==> src/rtl/uart_pkg.sv <==
// Shared UART definitions: FSM state encoding, data width and line levels.
package uart_pkg;

  typedef enum logic [2:0] {
    IDLE   = 3'd0,
    START  = 3'd1,
    DATA   = 3'd2,
    PARITY = 3'd3,
    STOP   = 3'd4
  } uart_state_t;

  localparam int unsigned UART_DATA_W    = 8;
  localparam logic        UART_IDLE_LVL  = 1'b1;
  localparam logic        UART_START_LVL = 1'b0;

  function automatic logic uart_even_parity(input logic [UART_DATA_W-1:0] d);
    return ^d;
  endfunction

endpackage

==> src/rtl/uart_tx_ctrl_if.sv <==
// Byte handshake between the producer (master) and the UART transmitter (slave).
interface uart_tx_ctrl_if;
  import uart_pkg::*;

  logic [UART_DATA_W-1:0] tx_data;
  logic                   tx_valid;
  logic                   tx_ready;

  modport master (output tx_data, output tx_valid, input tx_ready);
  modport slave  (input tx_data, input tx_valid, output tx_ready);
endinterface

==> src/rtl/uart_bit_cnt.sv <==
// 3-bit data bit index counter with synchronous clear; done flags the last data bit.
module uart_bit_cnt (
  input  logic       clk,
  input  logic       rst_n,
  input  logic       ena,
  input  logic       clr,
  output logic [2:0] count,
  output logic       done
);

  always_ff @(posedge clk) begin
    if (!rst_n)   count <= '0;
    else if (clr) count <= '0;
    else if (ena) count <= count + 3'd1;
  end

  assign done = (count == 3'd7);

endmodule

==> src/rtl/uart_tx_ctrl.sv <==
// 8N1 UART transmit sequencer: start, 8 data bits LSB-first, optional even parity, stop.
// Define UART_TX_PARITY_EN to insert the parity bit between data and stop.
module uart_tx_ctrl
  import uart_pkg::*;
#(
  parameter  int unsigned CLKS_PER_BIT = 16,
  localparam int unsigned BAUD_W       = $clog2(CLKS_PER_BIT)
) (
  input  logic                 clk,
  input  logic                 rst_n,
  input  logic                 ena,
  uart_tx_ctrl_if.slave        tx_if,
  output logic                 tx,
  output logic                 busy,
  output logic                 tx_done
);

  uart_state_t            state;
  logic [BAUD_W-1:0]      baud;
  logic [UART_DATA_W-1:0] shreg;
  logic                   baud_end;
  logic                   accept;
  logic                   bit_done;
  logic [2:0]             bit_idx;
  logic                   unused_bit_idx;
`ifdef UART_TX_PARITY_EN
  logic                   parity;
`endif

  assign baud_end       = (baud == BAUD_W'(CLKS_PER_BIT - 1));
  assign tx_if.tx_ready = ena && (state == IDLE);
  assign accept         = tx_if.tx_valid && tx_if.tx_ready;
  // Decoded from held state so a pulse falling in an ena=0 window is deferred, not lost.
  assign tx_done        = ena && (state == STOP) && baud_end;
  assign unused_bit_idx = ^bit_idx;

  uart_bit_cnt u_bit_cnt (
    .clk   (clk),
    .rst_n (rst_n),
    .ena   (ena && (state == DATA) && baud_end),
    .clr   (accept),
    .count (bit_idx),
    .done  (bit_done)
  );

  always_ff @(posedge clk) begin
    if (!rst_n) begin
      state  <= IDLE;
      baud   <= '0;
      shreg  <= '0;
      tx     <= UART_IDLE_LVL;
      busy   <= 1'b0;
`ifdef UART_TX_PARITY_EN
      parity <= 1'b0;
`endif
    end else if (ena) begin
      if (state != IDLE) baud <= baud_end ? '0 : baud + 1'b1;
      case (state)
        IDLE: begin
          if (accept) begin
            shreg  <= tx_if.tx_data;
            state  <= START;
            tx     <= UART_START_LVL;
            busy   <= 1'b1;
`ifdef UART_TX_PARITY_EN
            parity <= uart_even_parity(tx_if.tx_data);
`endif
          end
        end
        START: begin
          if (baud_end) begin
            state <= DATA;
            tx    <= shreg[0];
          end
        end
        DATA: begin
          if (baud_end) begin
            shreg <= shreg >> 1;
            if (bit_done) begin
`ifdef UART_TX_PARITY_EN
              state <= PARITY;
              tx    <= parity;
`else
              state <= STOP;
              tx    <= UART_IDLE_LVL;
`endif
            end else begin
              tx <= shreg[1];
            end
          end
        end
`ifdef UART_TX_PARITY_EN
        PARITY: begin
          if (baud_end) begin
            state <= STOP;
            tx    <= UART_IDLE_LVL;
          end
        end
`endif
        STOP: begin
          if (baud_end) begin
            state <= IDLE;
            busy  <= 1'b0;
          end
        end
        default: begin
          state <= IDLE;
          tx    <= UART_IDLE_LVL;
          busy  <= 1'b0;
        end
      endcase
    end
  end

endmodule

==> src/flat_wrapper.sv <==
// flat-port wrapper written by rule: the top's interface ports become plain ports
module uart_tx_ctrl_flat import uart_pkg::*;
#(
  parameter  int unsigned CLKS_PER_BIT = 16,
  localparam int unsigned BAUD_W       = $clog2(CLKS_PER_BIT)
)
  (clk, rst_n, ena, tx, busy, tx_done, tx_if_tx_data, tx_if_tx_valid, tx_if_tx_ready);
  uart_tx_ctrl_if tx_if_i ();
  input  logic clk;
  input  logic rst_n;
  input  logic ena;
  output logic tx;
  output logic busy;
  output logic tx_done;
  input wire logic [$bits(tx_if_i.tx_data)-1:0] tx_if_tx_data;
  input wire logic [$bits(tx_if_i.tx_valid)-1:0] tx_if_tx_valid;
  output wire logic [$bits(tx_if_i.tx_ready)-1:0] tx_if_tx_ready;
  assign tx_if_i.tx_data = tx_if_tx_data;
  assign tx_if_i.tx_valid = tx_if_tx_valid;
  assign tx_if_tx_ready = tx_if_i.tx_ready;
  uart_tx_ctrl #(.CLKS_PER_BIT(CLKS_PER_BIT)) u_core (.clk(clk), .rst_n(rst_n), .ena(ena), .tx_if(tx_if_i), .tx(tx), .busy(busy), .tx_done(tx_done));
endmodule
==> config.mk <==
export PLATFORM = sky130hd
export DESIGN_NAME = uart_tx_ctrl_flat
export DESIGN_NICKNAME = d
export VERILOG_FILES = /design/src/rtl/uart_pkg.sv /design/src/rtl/uart_tx_ctrl_if.sv /design/src/rtl/uart_bit_cnt.sv /design/src/rtl/uart_tx_ctrl.sv /design/src/flat_wrapper.sv
export SDC_FILE = /design/constraint.sdc
export NUM_CORES = 1
export LEC_CHECK = 0
export ABC_AREA = 1
export CAP_MARGIN = 20
export CORE_MARGIN = 2
export CORE_UTILIZATION = 40
export DETAILED_ROUTE_END_ITERATION = 6
export GPL_TIMING_DRIVEN = 0
export PLACE_DENSITY = 0.65
export SLEW_MARGIN = 5
export SYNTH_ARGS = -nofsm -noshare
export SYNTH_HDL_FRONTEND = slang
export SYNTH_SLANG_ARGS = --single-unit
==> constraint.sdc <==
create_clock -name clk -period 1.6 [get_ports clk]
set_input_delay 0.32 -clock clk [delete_from_list [all_inputs] [get_ports clk]]
set_output_delay 0.32 -clock clk [all_outputs]
set_load 0.03 [all_outputs]
==> summary.txt <==
Outcome
  • Status: finished, violations left
  • Failing checks: negative setup slack

Clock network
  • Clk sink count: 20
  • Root Buffer: clkbuf_4
  • CTS tree: yes
  • CTS hold repair buffers: 0
  • Num CTS Buffers: 3
  • Reg clk slew, reported paths: 0.13 ns
  • Clk_lat worst skew: 0.31 ns
  • Deepest clock path buffer count: 2
  • H-tree depth: 1

Timing
  • WHS: roughly 0.28 ns
  • Final worst path period share: 1.01
  • Worst setup margin: -0.0161 ns
  • Slew Viols, Final: 0
  • Max Freq: 619 MHz
  • TNS Setup: -0.0161 ns
  • Clock skew: roughly 0.019 ns
  • Slew @ Worst Pin: 0.410 ns
  • RSZ-0062 raised after global routing: true
  • Tmin final: 1.62 ns
  • Worst rel slew slack: 0.726
  • Setup violations, final: 1
  • Final hold vios: 0

Power
  • PnR Total Power: 2.51 mW
  • Maximum vdd drop: 0.889 mV
  • P per Cell Area: around 1700 nW/µm²
  • Static leakage: 0.668 nW

Synth
  • Synthesized area per cell: 6.57 µm²
  • Post-Syn Area: between 1000 and 1500 µm²
  • Warnings from Yosys: 0
  • Synth Instances: around 170
  • Top cells by area in the synthesized netlist: dfxtp_1 (35%), nand2_1 (19%), a21oi_1 (7.0%)
  • Cell taking the most area after synthesis: dfxtp_1
  • Post-synthesis sequential area ratio: 0.352
  • Top-area cell type share of the netlist area: 0.352
  • Netlist cell types: 22
  • Synth Net Count: approximately 190
  • Synth Register Bits: 20

Placement
  • Gpl congestion: 0.795
  • Placed standard-cell area: 1320 µm²
  • HPWL Detailed: 1820 µm
  • Port bufs: 14

Floorplanning
  • Core area: 2730 µm²
  • Initial core utilization: 0.416
  • Die X-Extent: 57.3 µm
  • Total Die Area: around 3300 µm²
  • Rows: 19
  • I/O pins: 16
  • Die Ht: 57.3 µm

Detailed routing
  • Vias per std cell: 4.96
  • DR vias: 1141
  • DRT antenna net count: 0
  • DR WL/cell: 11.0 µm
  • Drt first pass iters: 4
  • DRC Markers: 0
  • WL final: 2540 µm
  • Initial DRC Count: 38

Cells and area
  • Design area: between 1000 and 1500 µm²
  • Synth-to-Final Area Change: 28.6%
  • Commonest non-fill, non-tap cells in the layout: nand2_1 (56), inv_1 (17), dfxtp_1 (16)
  • Final Core Density: 0.535
  • Antenna cells: 0
  • Layout fillers: ~260
  • Leading cell type in the layout, fill and taps excluded: nand2_1
  • Fraction of layout cells with a size suffix above 1: 0.206
  • # nets final: approximately 220

Setup path
  • Crit end category: output pin
  • Worst path max stage delay: between 0.3 and 0.4 ns
  • CP startpoint kind: register
  • Delay-heaviest family, CP: flip-flops
  • CP max FO: 2
  • Crit path kind: reg -> out
  • Crit path buffers/inverters: 2
  • Crit path required time: 1.28 ns
  • CP cell instances: ha_4, nand3_4, inv_2, nand2_2, nor2_2, buf_6
  • Slowest CP cell: dfxtp_2
  • Reg2Reg Depth: 9
  • Worst path depth: 6
  • WP data arrival: 1.30 ns

Hold path
  • Worst hold path type: in -> reg
  • Hold Path Depth: 2

Global routing
  • Vias in the first global route: approximately 1000
  • Gr ovfl total: 0
  • All-Layer GR Usage: 0.161
  • Initial antenna violation count: 0
  • Largest net degree at the start of global routing: 13
  • First-pass GRT wire length: 4220 µm

Flow run
  • Max-Cap Viols: 0
-- synth_stat cells --
library cell,count
nand3_2,1
nand2_1,57
and3_1,1
nand4_1,2
clkinv_1,1
a21oi_1,16
o21a_1,1
nand3_1,15
nor2_4,2
dfxtp_1,20
buf_6,2
nand2_2,3
buf_4,1
o21ai_0,7
inv_2,1
nor2_2,5
inv_1,18
nand3b_1,1
buf_2,1
a21oi_4,1
ha_1,3
nor2_1,14
-- power breakdown --
part | switching [mW] | internal, mW | total [mW]
clock | 0.168 | 0.253 | 0.421
sequential | 0.121 | 0.638 | 0.759
combinational | 0.807 | 0.525 | 1.33
-- stage by stage --
| step | std cells | worst slack, ns |
|---|---|---|
| 6_report | 230 | -0.0161 |
| 5_1_grt | 230 | -0.0767 |
| 4_1_cts | 227 | -0.0451 |
| 3_5_place_dp | 218 | -0.648 |
| 3_3_place_gp | 218 | -0.664 |
| 2_1_floorplan | 173 | 0.0192 |
-- area by class of cell --
class | instances | area, µm² | share of cell area
well taps | 31 | 38.8 | 0.0265
inverters | 20 | 75.1 | 0.0513
repair buffers | 22 | 195 | 0.133
flip-flops and latches | 20 | 408 | 0.279
clock buffers | 3 | 22.5 | 0.0154
multi-input cells | 129 | 658 | 0.450
clock inverters | 1 | 30.0 | 0.0205
plain buffers | 4 | 35.0 | 0.0240
-- metal layers --
metal | wire length (µm) | GRT usage | up-vias
met2 | 1260 | 0.278 | 12
met5 | 0 | 0 | -
met3 | 70 | 0.0408 | 2
met4 | 16 | 0.0299 | 0
met1 | 1190 | 0.207 | 524
li1 | - | - | 603
-- worst reg2reg max path: stages (launching register included) --
cell and delay, ns:
dfxtp_2 0.38, ha_4 0.16, nand3_4 0.08, buf_4 0.17
nand3_1 0.08, inv_1 0.07, nor2_4 0.15, buf_4 0.16
nand3_1 0.07, a21oi_1 0.15
-- cells by family (layout without fill, tap and decap cells) --
kind of cell    count (synthesis)  after routing  share of synthesized area
compound gates                 25             25                      0.122
buf+inv                        24             50                     0.0968
flops                          20             20                      0.352
simple gates                  101            101                      0.396
fa+ha+maj                       3              3                     0.0330
-- registers in the layout, indices dropped and copies added (netlist names) --
register and cells:
u_core.busy 1, u_core.state 3, u_core.tx 1, u_core.u_bit_cnt.count 3, u_core.baud 4, u_core.shreg 8
-- path summary, 6_finish.rpt --
path | slack (ns) | to | startpoint
worst max-delay path | -0.02 | tx_done | u_core.baud[1]
worst min-delay path | 0.28 | u_core.tx | rst_n
worst max register to register | 0.07 | u_core.shreg[2] | u_core.baud[1]
worst min register to register | 0.46 | u_core.busy | u_core.busy
-- what timing repair did --
action	4_1_cts	5_1_grt
resized for setup	24	6
cloned	0	1
pin swaps	2	5
setup buffers	5	2
endpoints found under the setup margin	4	5
(Power assumes the default switching activity.)
